===== config.mk =====
export PLATFORM = sky130hd
export DESIGN_NAME = overlay_fetch_flat
export DESIGN_NICKNAME = d
export VERILOG_FILES = /design/src/rtl/overlay_fetch_pkg.sv /design/src/rtl/overlay_fetch_if.sv /design/src/rtl/overlay_fetch_fifo.sv /design/src/rtl/overlay_fetch.sv /design/src/flat_wrapper.sv
export SDC_FILE = /design/constraint.sdc
export NUM_CORES = 1
export LEC_CHECK = 0
export BUFFER_PORTS_ARGS = -buffer_cell sky130_fd_sc_hd__buf_2
export CORE_MARGIN = 10
export CORE_UTILIZATION = 63
export CTS_CLUSTER_SIZE = 12
export DETAILED_ROUTE_END_ITERATION = 8
export PLACE_DENSITY = 0.84
export SYNTH_ARGS = -nofsm -noshare
export SYNTH_HDL_FRONTEND = slang
export SYNTH_SLANG_ARGS = --single-unit

===== constraint.sdc =====
create_clock -name clk -period 4.9 [get_ports clk]
set_clock_uncertainty 0.15 [all_clocks]
set_input_delay 0 -clock clk [delete_from_list [all_inputs] [get_ports clk]]
set_output_delay 0 -clock clk [all_outputs]
set_load 0.005 [all_outputs]

===== src/rtl/overlay_fetch_pkg.sv =====
// Shared types and default sizes for the overlay fetch path.
// Purpose: pixel layout (RGBA, 4 bits per channel), fetch FSM state type,
//          and default FIFO/frame sizes used by overlay_fetch.
// Ports:   none (package).
package vectrex_overlay_pkg;

  // One overlay pixel. The first field is the MSB, so a 16-bit halfword
  // casts straight to {a,b,g,r}.
  typedef struct packed {
    logic [3:0] a;
    logic [3:0] b;
    logic [3:0] g;
    logic [3:0] r;
  } ovl_pixel_t;

  typedef enum logic [1:0] {
    OVL_IDLE  = 2'd0,
    OVL_PRIME = 2'd1,
    OVL_RUN   = 2'd2
  } ovl_state_t;

  localparam int OVL_FIFO_WORDS  = 4;
  localparam int OVL_FRAME_WORDS = 194400;  // 540x720 pixels, two per word

endpackage


===== src/rtl/overlay_fetch_if.sv =====
// SDRAM read channel used by the overlay fetcher.
// Purpose: groups the single-word read request/response handshake.
// Signals: mem_req   - one-cycle read request pulse (master -> slave)
//          mem_addr  - halfword address [24:1], held until the response
//          mem_data  - 32-bit read data, low halfword is the earlier pixel
//          mem_valid - one-cycle response pulse, data valid in that cycle
interface overlay_fetch_if;
  logic        mem_req;
  logic [23:0] mem_addr;
  logic [31:0] mem_data;
  logic        mem_valid;

  modport master (output mem_req, output mem_addr, input mem_data, input mem_valid);
  modport slave  (input mem_req, input mem_addr, output mem_data, output mem_valid);
endinterface


===== src/rtl/overlay_fetch_fifo.sv =====
// Small first-word-fall-through FIFO buffering fetched overlay words.
// Purpose: holds up to DEPTH words; dout always shows the oldest word.
// Ports:   clk, reset (sync, active-high)
//          push/din  - write a word (accepted when not full, or when a pop
//                      frees a slot in the same cycle)
//          pop       - discard the oldest word (ignored when empty)
//          flush     - empty the FIFO; wins over push and pop
//          dout      - oldest word (undefined content when empty)
//          full, empty, count - occupancy status
module overlay_fifo #(
  parameter int DEPTH = 4,
  parameter int WIDTH = 32
) (
  input  logic                       clk,
  input  logic                       reset,
  input  logic                       push,
  input  logic                       pop,
  input  logic                       flush,
  input  logic [WIDTH-1:0]           din,
  output logic [WIDTH-1:0]           dout,
  output logic                       full,
  output logic                       empty,
  output logic [$clog2(DEPTH):0]     count
);

  localparam int AW = $clog2(DEPTH);
  localparam logic [AW:0] FULL_COUNT = (AW+1)'(DEPTH);

  logic [WIDTH-1:0] store [DEPTH];
  logic [AW-1:0]    wr_ptr;
  logic [AW-1:0]    rd_ptr;
  logic             do_push;
  logic             do_pop;

  assign full    = (count == FULL_COUNT);
  assign empty   = (count == '0);
  assign do_pop  = pop & ~empty;
  assign do_push = push & (~full | do_pop);
  assign dout    = store[rd_ptr];

  // DEPTH is a power of two, so the pointers wrap on their own.
  always_ff @(posedge clk) begin
    if (reset || flush) begin
      wr_ptr <= '0;
      rd_ptr <= '0;
      count  <= '0;
    end else begin
      if (do_push) wr_ptr <= wr_ptr + AW'(1);
      if (do_pop)  rd_ptr <= rd_ptr + AW'(1);
      case ({do_push, do_pop})
        2'b10:   count <= count + (AW+1)'(1);
        2'b01:   count <= count - (AW+1)'(1);
        default: count <= count;
      endcase
    end
  end

  always_ff @(posedge clk) begin
    if (do_push && !flush && !reset) store[wr_ptr] <= din;
  end

endmodule


===== src/rtl/overlay_fetch.sv =====
// Overlay image fetcher: SDRAM words -> FIFO -> one RGBA pixel per ce_pix.
// Purpose: issues single-word reads (one outstanding at a time), buffers the
//          replies, unpacks two 16-bit pixels per word and restarts at
//          address 0 on each vsync rising edge. Flags FIFO underruns.
// Ports:   clk, reset (sync, active-high)
//          enable                - overlay usable; low forces IDLE
//          ce_pix, hblank, vblank - pixel timing; a pixel is consumed on
//                                  ce_pix outside both blanks
//          vsync                 - rising edge starts a frame
//          mem                   - SDRAM read channel (master side)
//          bg_r/g/b/a            - registered current overlay pixel
//          underrun              - sticky, cleared at frame start
module overlay_fetch
  import vectrex_overlay_pkg::*;
#(
  parameter int FIFO_WORDS  = OVL_FIFO_WORDS,
  parameter int FRAME_WORDS = OVL_FRAME_WORDS
) (
  input  logic              clk,
  input  logic              reset,
  input  logic              enable,
  input  logic              ce_pix,
  input  logic              hblank,
  input  logic              vblank,
  input  logic              vsync,
  overlay_fetch_if.master   mem,
  output logic [3:0]        bg_r,
  output logic [3:0]        bg_g,
  output logic [3:0]        bg_b,
  output logic [3:0]        bg_a,
  output logic              underrun
);

  localparam int WCW = $clog2(FRAME_WORDS + 1);
  localparam int CW  = $clog2(FIFO_WORDS) + 1;
  localparam logic [WCW-1:0] FRAME_LIM = WCW'(FRAME_WORDS);
  localparam logic [CW-1:0]  DEPTH     = CW'(FIFO_WORDS);

  ovl_state_t     state;
  ovl_state_t     next_state;
  logic           vsync_d;
  logic [WCW-1:0] word_cnt;
  logic [23:0]    next_addr;
  logic [23:0]    addr_q;
  logic           req_q;
  logic           outstanding;
  logic           stale;
  logic           half;
  ovl_pixel_t     pixel;

  logic           frame_start;
  logic           pixel_slot;
  logic           go_idle;
  logic           restart;
  logic           issue;
  logic           accept;
  logic           consume;

  logic [31:0]    fifo_data;
  logic           fifo_full;
  logic           fifo_empty;
  logic [CW-1:0]  fifo_count;
  logic           fifo_pop;

  assign frame_start = vsync & ~vsync_d;
  assign pixel_slot  = ce_pix & ~hblank & ~vblank;
  // The second half of a word retires it from the FIFO.
  assign fifo_pop    = consume & ~fifo_empty & half;

  assign mem.mem_req  = req_q;
  assign mem.mem_addr = addr_q;

  assign bg_r = pixel.r;
  assign bg_g = pixel.g;
  assign bg_b = pixel.b;
  assign bg_a = pixel.a;

  overlay_fifo #(
    .DEPTH (FIFO_WORDS),
    .WIDTH (32)
  ) u_fifo (
    .clk   (clk),
    .reset (reset),
    .push  (accept),
    .pop   (fifo_pop),
    .flush (go_idle | restart),
    .din   (mem.mem_data),
    .dout  (fifo_data),
    .full  (fifo_full),
    .empty (fifo_empty),
    .count (fifo_count)
  );

  always_ff @(posedge clk) begin
    if (reset) state <= OVL_IDLE;
    else       state <= next_state;
  end

  // enable low beats a frame start; a frame start beats normal fetching.
  always_comb begin
    next_state = state;
    go_idle    = 1'b0;
    restart    = 1'b0;
    issue      = 1'b0;
    accept     = 1'b0;
    consume    = 1'b0;
    if (!enable) begin
      next_state = OVL_IDLE;
      go_idle    = 1'b1;
    end else if (frame_start) begin
      next_state = OVL_PRIME;
      restart    = 1'b1;
    end else begin
      case (state)
        OVL_IDLE: next_state = OVL_IDLE;
        OVL_PRIME, OVL_RUN: begin
          issue   = ~outstanding & (fifo_count < DEPTH) & (word_cnt < FRAME_LIM);
          accept  = mem.mem_valid & outstanding & ~stale;
          consume = pixel_slot;
          if (state == OVL_PRIME &&
              (fifo_full || (word_cnt == FRAME_LIM && !outstanding)))
            next_state = OVL_RUN;
        end
        default: next_state = OVL_IDLE;
      endcase
    end
  end

  always_ff @(posedge clk) begin
    if (reset) begin
      vsync_d     <= 1'b0;
      req_q       <= 1'b0;
      addr_q      <= '0;
      next_addr   <= '0;
      word_cnt    <= '0;
      outstanding <= 1'b0;
      stale       <= 1'b0;
      half        <= 1'b0;
      pixel       <= '0;
      underrun    <= 1'b0;
    end else begin
      vsync_d <= vsync;
      req_q   <= issue;
      if (go_idle) begin
        addr_q      <= '0;
        next_addr   <= '0;
        word_cnt    <= '0;
        outstanding <= 1'b0;
        stale       <= 1'b0;
        half        <= 1'b0;
        pixel       <= '0;
        underrun    <= 1'b0;
      end else if (restart) begin
        next_addr <= '0;
        word_cnt  <= '0;
        half      <= 1'b0;
        underrun  <= 1'b0;
        // A read still in flight belongs to the old frame; its reply
        // must be dropped. A reply arriving right now is dropped too.
        stale       <= outstanding & ~mem.mem_valid;
        outstanding <= outstanding & ~mem.mem_valid;
      end else begin
        if (issue) begin
          outstanding <= 1'b1;
          addr_q      <= next_addr;
          next_addr   <= next_addr + 24'd2;
          word_cnt    <= word_cnt + WCW'(1);
        end else if (mem.mem_valid && outstanding) begin
          outstanding <= 1'b0;
          stale       <= 1'b0;
        end
        if (consume) begin
          if (!fifo_empty) begin
            pixel <= half ? ovl_pixel_t'(fifo_data[31:16]) : ovl_pixel_t'(fifo_data[15:0]);
            half  <= ~half;
          end else begin
            // Half pointer stays put: alignment recovers only at frame start.
            pixel    <= '0;
            underrun <= 1'b1;
          end
        end
      end
    end
  end

endmodule


===== src/flat_wrapper.sv =====
// flat-port wrapper written by rule: the top's interface ports become plain ports
module overlay_fetch_flat import vectrex_overlay_pkg::*;
#(
  parameter int FIFO_WORDS  = OVL_FIFO_WORDS,
  parameter int FRAME_WORDS = OVL_FRAME_WORDS
)
  (clk, reset, enable, ce_pix, hblank, vblank, vsync, bg_r, bg_g, bg_b, bg_a, underrun, mem_mem_req, mem_mem_addr, mem_mem_data, mem_mem_valid);
  overlay_fetch_if mem_i ();
  input  logic clk;
  input  logic reset;
  input  logic enable;
  input  logic ce_pix;
  input  logic hblank;
  input  logic vblank;
  input  logic vsync;
  output logic [3:0] bg_r;
  output logic [3:0] bg_g;
  output logic [3:0] bg_b;
  output logic [3:0] bg_a;
  output logic underrun;
  output wire logic [$bits(mem_i.mem_req)-1:0] mem_mem_req;
  output wire logic [$bits(mem_i.mem_addr)-1:0] mem_mem_addr;
  input wire logic [$bits(mem_i.mem_data)-1:0] mem_mem_data;
  input wire logic [$bits(mem_i.mem_valid)-1:0] mem_mem_valid;
  assign mem_mem_req = mem_i.mem_req;
  assign mem_mem_addr = mem_i.mem_addr;
  assign mem_i.mem_data = mem_mem_data;
  assign mem_i.mem_valid = mem_mem_valid;
  overlay_fetch #(.FIFO_WORDS(FIFO_WORDS), .FRAME_WORDS(FRAME_WORDS)) u_core (.clk(clk), .reset(reset), .enable(enable), .ce_pix(ce_pix), .hblank(hblank), .vblank(vblank), .vsync(vsync), .mem(mem_i), .bg_r(bg_r), .bg_g(bg_g), .bg_b(bg_b), .bg_a(bg_a), .underrun(underrun));
endmodule

Yosys cells after proc, flatten, opt, wreduce, memory -nomap -nowiden
Memory sizes are Yosys's and may differ from the RTL's. A register that Yosys moved wholly into a read port is not among the register bits.
Cells that the tools add are included.
Word-level totals
  output and inout port bits: 42
  word-level logic and storage cells: 111
  bits in read-only memories: 0
  RAM bits: 128
  latch bits: 0
  memories kept: 1
  register bits after elaboration: 97
Memory list
  u_core.u_fifo.store: words 4, bits a word 32, rd ports 1, clocked after Yosys merged registers in 1, write ports 1, RTL line overlay_fetch_fifo.sv:29  | logic [WIDTH-1:0] store [DEPTH];
Cells by class
  mux-type cells: 27
  shifts and indexed selects: 0
  $mul: 0
  add/subtract/negate cells: 6
  bitwise logic cells: 26
  equal/unequal tests: 8
  reductions and logical operators: 23
  order comparisons: 2
  div/mod/pow operators: 0
Operators with widths (number)
  2-to-1 mux 16 bit: 2
  adder 24 x 2 -> 24 bit, second input constant: 1
  2-to-1 mux 1 bit: 22
  adder 18 x 1 -> 18 bit, second input constant: 1
  equality test 18 bit, second input constant: 1
  < comparator 18 bit, second input constant: 1
  AND 1 bit: 12
  NOT 1 bit: 12
  AND reduction 2 bit: 5
  one-hot mux 3 bit (2 select lines): 1
  logical AND 1 bit: 5
  adder 2 x 1 -> 2 bit, second input constant: 2
  equality test 2 x 1 -> 1 bit, second input constant: 2
  equality test 2 bit, second input constant: 2
  2-to-1 mux 2 bit: 2
  nonzero test 2 bit: 2
  OR reduction 2 bit: 2
  OR reduction 4 bit: 1
  adder 3 x 1 -> 3 bit, second input constant: 1
  equality test 3 bit, second input constant: 1
  zero test 1 bit: 3
  zero test 3 bit: 1
  < comparator 3 bit, second input constant: 1
  != test 3 x 1 -> 1 bit, second input constant: 1
  6 further kinds: 8

Depth between registers and ports, before layout
  depth after elaboration: 15
  mapped depth: 9
  gate-level depth less buffers: 9

Hierarchy
From an unflattened synthesis, not the netlist that was laid out.
Unflattened totals
  cells, all modules: 695
  area, all modules: 9036.2 sq um
Modules (own cells, without submodules)
  overlay_fifo: cells each 222, sequential area each 4023.9 sq um, instances 1, area each 5096.1 sq um
  overlay_fetch: cells each 473, sequential area each 1761.7 sq um, instances 1, area each 3940.0 sq um

Worst setup path before layout
OpenSTA, ideal clock, no wires.
  path kind: register to register
  start: reg u_core.state[0]
  end: mem u_core.u_fifo.store[0][0], enable pin
  data arrival time: 2.364 ns
  data required time: 4.358 ns
  buffers on the path: 0
  path slack: 1.994 ns
  stages on the path, launching flop included: 7
  cell sequence: dfxtp_1 -> inv_1 -> ha_1 -> nor2b_1 -> nand2_1 -> a2111oi_0 -> and2_1
Between the ends
  word-level cells in the longest chain between the ends: 14
Ends and longest elaborated chain
  start, declared: RTL line overlay_fetch.sv:39  | ovl_state_t state;
  start signal, assigned: RTL line overlay_fetch.sv:96  | else state <= next_state;
  equality test 2 bit or equality test 2 x 1 -> 1 bit (tied branches): RTL line overlay_fetch.sv:114  | case (state)
  OR reduction 2 bit *: RTL line overlay_fetch.sv:114
  2-to-1 mux 1 bit: RTL line overlay_fetch.sv:114
  2-to-1 mux 1 bit: RTL line overlay_fetch.sv:110  | end else if (frame_start) begin
  2-to-1 mux 1 bit: RTL line overlay_fetch.sv:107  | if (!enable) begin
  AND 1 bit (2 in a row): RTL line overlay_fetch.sv:68  | assign fifo_pop = consume & ~fifo_empty & half;
  AND 1 bit: RTL line overlay_fetch_fifo.sv:37  | assign do_pop = pop & ~empty;
  bitwise OR 1 bit: RTL line overlay_fetch_fifo.sv:38  | assign do_push = push & (~full | do_pop);
  AND 1 bit *: RTL line overlay_fetch_fifo.sv:38
  logical AND 1 bit * (2 in a row): RTL line overlay_fetch_fifo.sv:59  | if (do_push && !flush && !reset) store[wr_ptr] <= din;
  2-to-1 mux 1 bit *: RTL line overlay_fetch_fifo.sv:59
  2-to-1 mux 1 bit (not written as such) *: RTL line overlay_fetch_fifo.sv:59
  end, declared: RTL line overlay_fetch_fifo.sv:29
Every way passes the cells marked *; elsewhere a longest branch is shown, timed or not.

Worst setup path in the final report
  start: in hblank
  end: reg u_core.u_fifo.count[2]
Between the ends
  word-level cells in the longest chain between the ends: 13
Ends and longest elaborated chain
  start, declared: RTL line flat_wrapper.sv:13  | input logic hblank;
  NOT 1 bit *: RTL line overlay_fetch.sv:66  | assign pixel_slot = ce_pix & ~hblank & ~vblank;
  AND 1 bit * (2 in a row): RTL line overlay_fetch.sv:66
  2-to-1 mux 1 bit *: RTL line overlay_fetch.sv:114
  2-to-1 mux 1 bit *: RTL line overlay_fetch.sv:110
  2-to-1 mux 1 bit *: RTL line overlay_fetch.sv:107
  AND 1 bit * (2 in a row): RTL line overlay_fetch.sv:68
  AND 1 bit *: RTL line overlay_fetch_fifo.sv:37
  bitwise OR 1 bit: RTL line overlay_fetch_fifo.sv:38
  AND 1 bit: RTL line overlay_fetch_fifo.sv:38
  equality test 2 x 1 -> 1 bit or equality test 2 bit (tied branches): RTL line overlay_fetch_fifo.sv:50  | case ({do_push, do_pop})
  one-hot mux 3 bit (2 select lines) or nonzero test 2 bit (tied branches)
  end signal, assigned: RTL line overlay_fetch_fifo.sv:51  | 2'b10: count <= count + (AW+1)'(1);
  end signal, assigned: RTL line overlay_fetch_fifo.sv:52  | 2'b01: count <= count - (AW+1)'(1);
  end signal, assigned: RTL line overlay_fetch_fifo.sv:53  | default: count <= count;
  end, declared: RTL line overlay_fetch_fifo.sv:23  | output logic [$clog2(DEPTH):0] count
Marked as above.
A chain may end at the register's enable or synchronous reset.

==> reports/qor.yml <==
routing:
  vias_per_cell: 6.33
  routed_wl_um: 21500
  drt_iter0_drc: 669
  final_antenna_net_count: 0
  m1WireLength_um: 8290
  wl_met3_um: 1800
  vias: 6283
  wl_per_cell_um: 21.6
  first_pass_iters: 5
  drc: 0
  dr_wl_met2_um: 10600
  highest_layer: "met4"
power_and_ir_drop:
  power.internal_uw: 2940
  p_switching_uw: 743
  ir_worst_vdd_mv: 0.302
  switching_share_pct: 20.2
  p_comb_share_pct: 2.4
  pwr-share-clk_pct: 43.4
  seq_power_share_pct: 54.2
  power_density_nw_per_um2: 347
  p_leak_uw: 0.00361
setup_path:
  cpMostUsedCell: "dlygate4sd3_1"
  end_kind: "flip-flop"
  critPathMaxStageDelay_ns: 0.64
  cp_data_required_time_ns: 5.10
  reg2regPathDepth: 7
  worstSetupStartpointType: "input pin"
  criticalPathCategory: "in2reg"
  worstPathCellList: "dlygate4sd3_1 -> buf_2 -> or3b_2 -> dlygate4sd3_1 -> nor4_2 -> nand2_1 -> fa_1 -> nor4_1 -> o21ai_0 -> nor3b_1"
  r2r-start: "u_core.state[0]"
  rrSetupSlack_ns: 1.74
  cpMaxStageDelayCell: "dlygate4sd3_1"
  r2r_end: "u_core.u_fifo.store[2][20]"
  crit_fanout: 6
  worstPathArrival_ns: 3.58
  path_buf_inv: 3
  path_delay_family: "simple AND/OR/NAND/NOR gates"
cts:
  cts-resized-gates: 0
  clock_path_buffers: 3
  clk_latency_ns: 0.51
  h-tree-depth: 1
  cts_buffers: 23
  cts_tree: "yes"
  clk_pin_slew_worst_paths_ns: 0.06
  cts_root_buffer: "clkbuf_16"
  cts.sinks: 225
sta:
  rsz0062_at_grt: "false"
  setup_violations: 0
  worstMarginPinSlew_ns: 1.13
  slew_headroom_pct: 25.0
  timing.hold.ws_ns: 0.0908
  fin_crit_ns: 3.38
  fmax_mhz: 296
  drv_slew: 0
  fin_setup_tns_ns: 0
  post-route-period-util_pct: 69.0
  final_hold_viol_count: 0
cells_and_area:
  nNetsFinal: 845
  seqCellArea_um2: 5790
  multiInputGateArea_um2: 2950
  drive_above_1_share_pct: 20.6
  area_delta_synth_final_pct: 18.8
  final_util_pct: 76.3
  fill_cells: 777
placement:
  io_buffers: 80
  hpwlAfterDp_um: 12300
  place_congestion: 0.878
logic_synthesis:
  synth.avg_cell_area_um2: 13.3
  synth_area_um2: 8920
  synth_warnings: 0
  synth_most_common_cell: "edfxtp_1"
  async_reset_ff_share_pct: 0
  yosys_most_used_dff: "edfxtp_1"
  synthTopCellsByArea: "edfxtp_1 (43%), dfxtp_1 (22%), mux4_2 (8.1%)"
  synthCells: 670
  synth_top_area_share_pct: 43.1
  postSynthRegisterBits: 225
  ys_seq_area_share_pct: 64.9
  synth_nets: 720
  ys_top_cells_by_count: "edfxtp_1 (128), dfxtp_1 (97), nand2_1 (79)"
  ys_types: 57
  yosysTopAreaCell: "edfxtp_1"
  synth-edff-count: 128
global_routing:
  grt_use_total_pct: 20.9
  grt_max_degree: 49
  grt_pass1_vias: 6175
  grt_pass1_wl_um: 33200
  gr-total-overflow: 0
  antenna_found_initial: 2
die:
  die_area_um2: 19300
  io_pins: 82
  die_w_um: 139
  design.core.area_um2: 13900
  initial_core_util_pct: 64.3
  die_h_um: 139
  rows: 43
hold_path:
  hold_depth: 2
  min_path_type: "in2reg"
  min_to: "u_core.u_fifo.store[3][2]"
  hold_start: "mem_mem_data[2]"
run:
  drv_cap: 0
run_status:
  status: "completed"
layer usage:
layer  global-route usage (%)  up-vias
met5                        0        -
met4                     8.13        0
met3                     4.55       68
met2                     34.5      362
met1                     26.2     3069
li1                         -     2784
layout make-up:
class / count / area share [%]
diodes: 2 / 0.0472
clock buffers: 38 / 6.15
multi-input cells: 396 / 27.8
clock inverters: 3 / 0.177
well taps: 180 / 2.13
repair buffers: 132 / 8.46
inverters: 17 / 0.602
flip-flops and latches: 225 / 54.6
sequential cells by signal, indices dropped and copies added, names as in the netlist, 3 cells and up, named ones only:
| signal | flops |
|---|---|
| u_core.bg_g | 4 |
| u_core.u_fifo.store | 128 |
| u_core.mem.mem_addr | 23 |
| u_core.word_cnt | 18 |
| u_core.next_addr | 23 |
| u_core.u_fifo.count | 3 |
| u_core.bg_r | 4 |
| u_core.bg_b | 4 |
| u_core.bg_a | 4 |
cell families (layout without fill, tap and decap cells):
group,after synthesis,count (layout),synth area share (%)
xor gates and xnor gates,12,12,1.18
AOI/OAI and AO/OA,129,129,9.15
and+or+nand+nor,194,194,11.0
DFF,225,225,64.9
other,1,3,0.0420
muxes,50,50,10.1
buffers and inverters,49,190,2.22
adders and majority gates,10,10,1.49
through the flow:
step                instances  setup slack [ns]  power, µW  cell area (µm²)
floorplan                 670              1.99       2060             8920
global placement          908              2.12       2090             9500
detailed placement        908              1.88       2090             9500
CTS                       991              1.60       3680            10600
global route              993              1.30       3770            10600
finish                    993              1.52       3680            10600
power groups by stage:
stage / Sequential, µW / Clock [µW] / Combinational, µW
CTS: 1990 / 1600 / 83.3
finish: 1990 / 1600 / 86.5
detailed placement: 2040 / 0 / 57.3
global placement: 2040 / 0 / 53.8
global route: 1990 / 1680 / 93.2
floorplan: 2040 / 0 / 21.5
timing repair:
item	4_1_cts	5_1_grt
hold endpoints to repair	140	0
hold buffers	42	0
setup buffers	0	0
placed cells by master, fill, tap and decap left out, types with 4 or more instances in the layout:
master         count
nand4_1            6
nor2_1            31
nand2b_1           4
a211oi_1           4
nor3_1             4
nand2_1           78
o31ai_1           10
buf_2             80
nor2b_1            5
inv_1             16
or3_1             17
o21ai_0           20
o211ai_1           4
mux4_2            32
mux2i_1           18
a21oi_1           54
dlygate4sd3_1     42
edfxtp_1         128
buf_4             10
dfxtp_1           96
o2bb2ai_1         16
clkbuf_1          13
ha_1               9
xnor2_1           10
clkbuf_16         23
and2_1             4
nor4_1             4
or4_1              8
nand3_1           11
how the worst max path moves through the flow:
stage | startpoint | endpoint | cells past startpoint
2_1_floorplan | u_core.state[0] | u_core.u_fifo.store[0][0] | 6
6_report | hblank | u_core.u_fifo.count[2] | 10
5_1_grt | hblank | u_core.u_fifo.count[2] | 10
3_5_place_dp | u_core.state[0] | u_core.u_fifo.store[2][21] | 7
4_1_cts | hblank | u_core.u_fifo.count[2] | 10
3_3_place_gp | u_core.state[0] | u_core.u_fifo.store[1][21] | 7
Note: power is estimated with default switching activity, not from simulation.
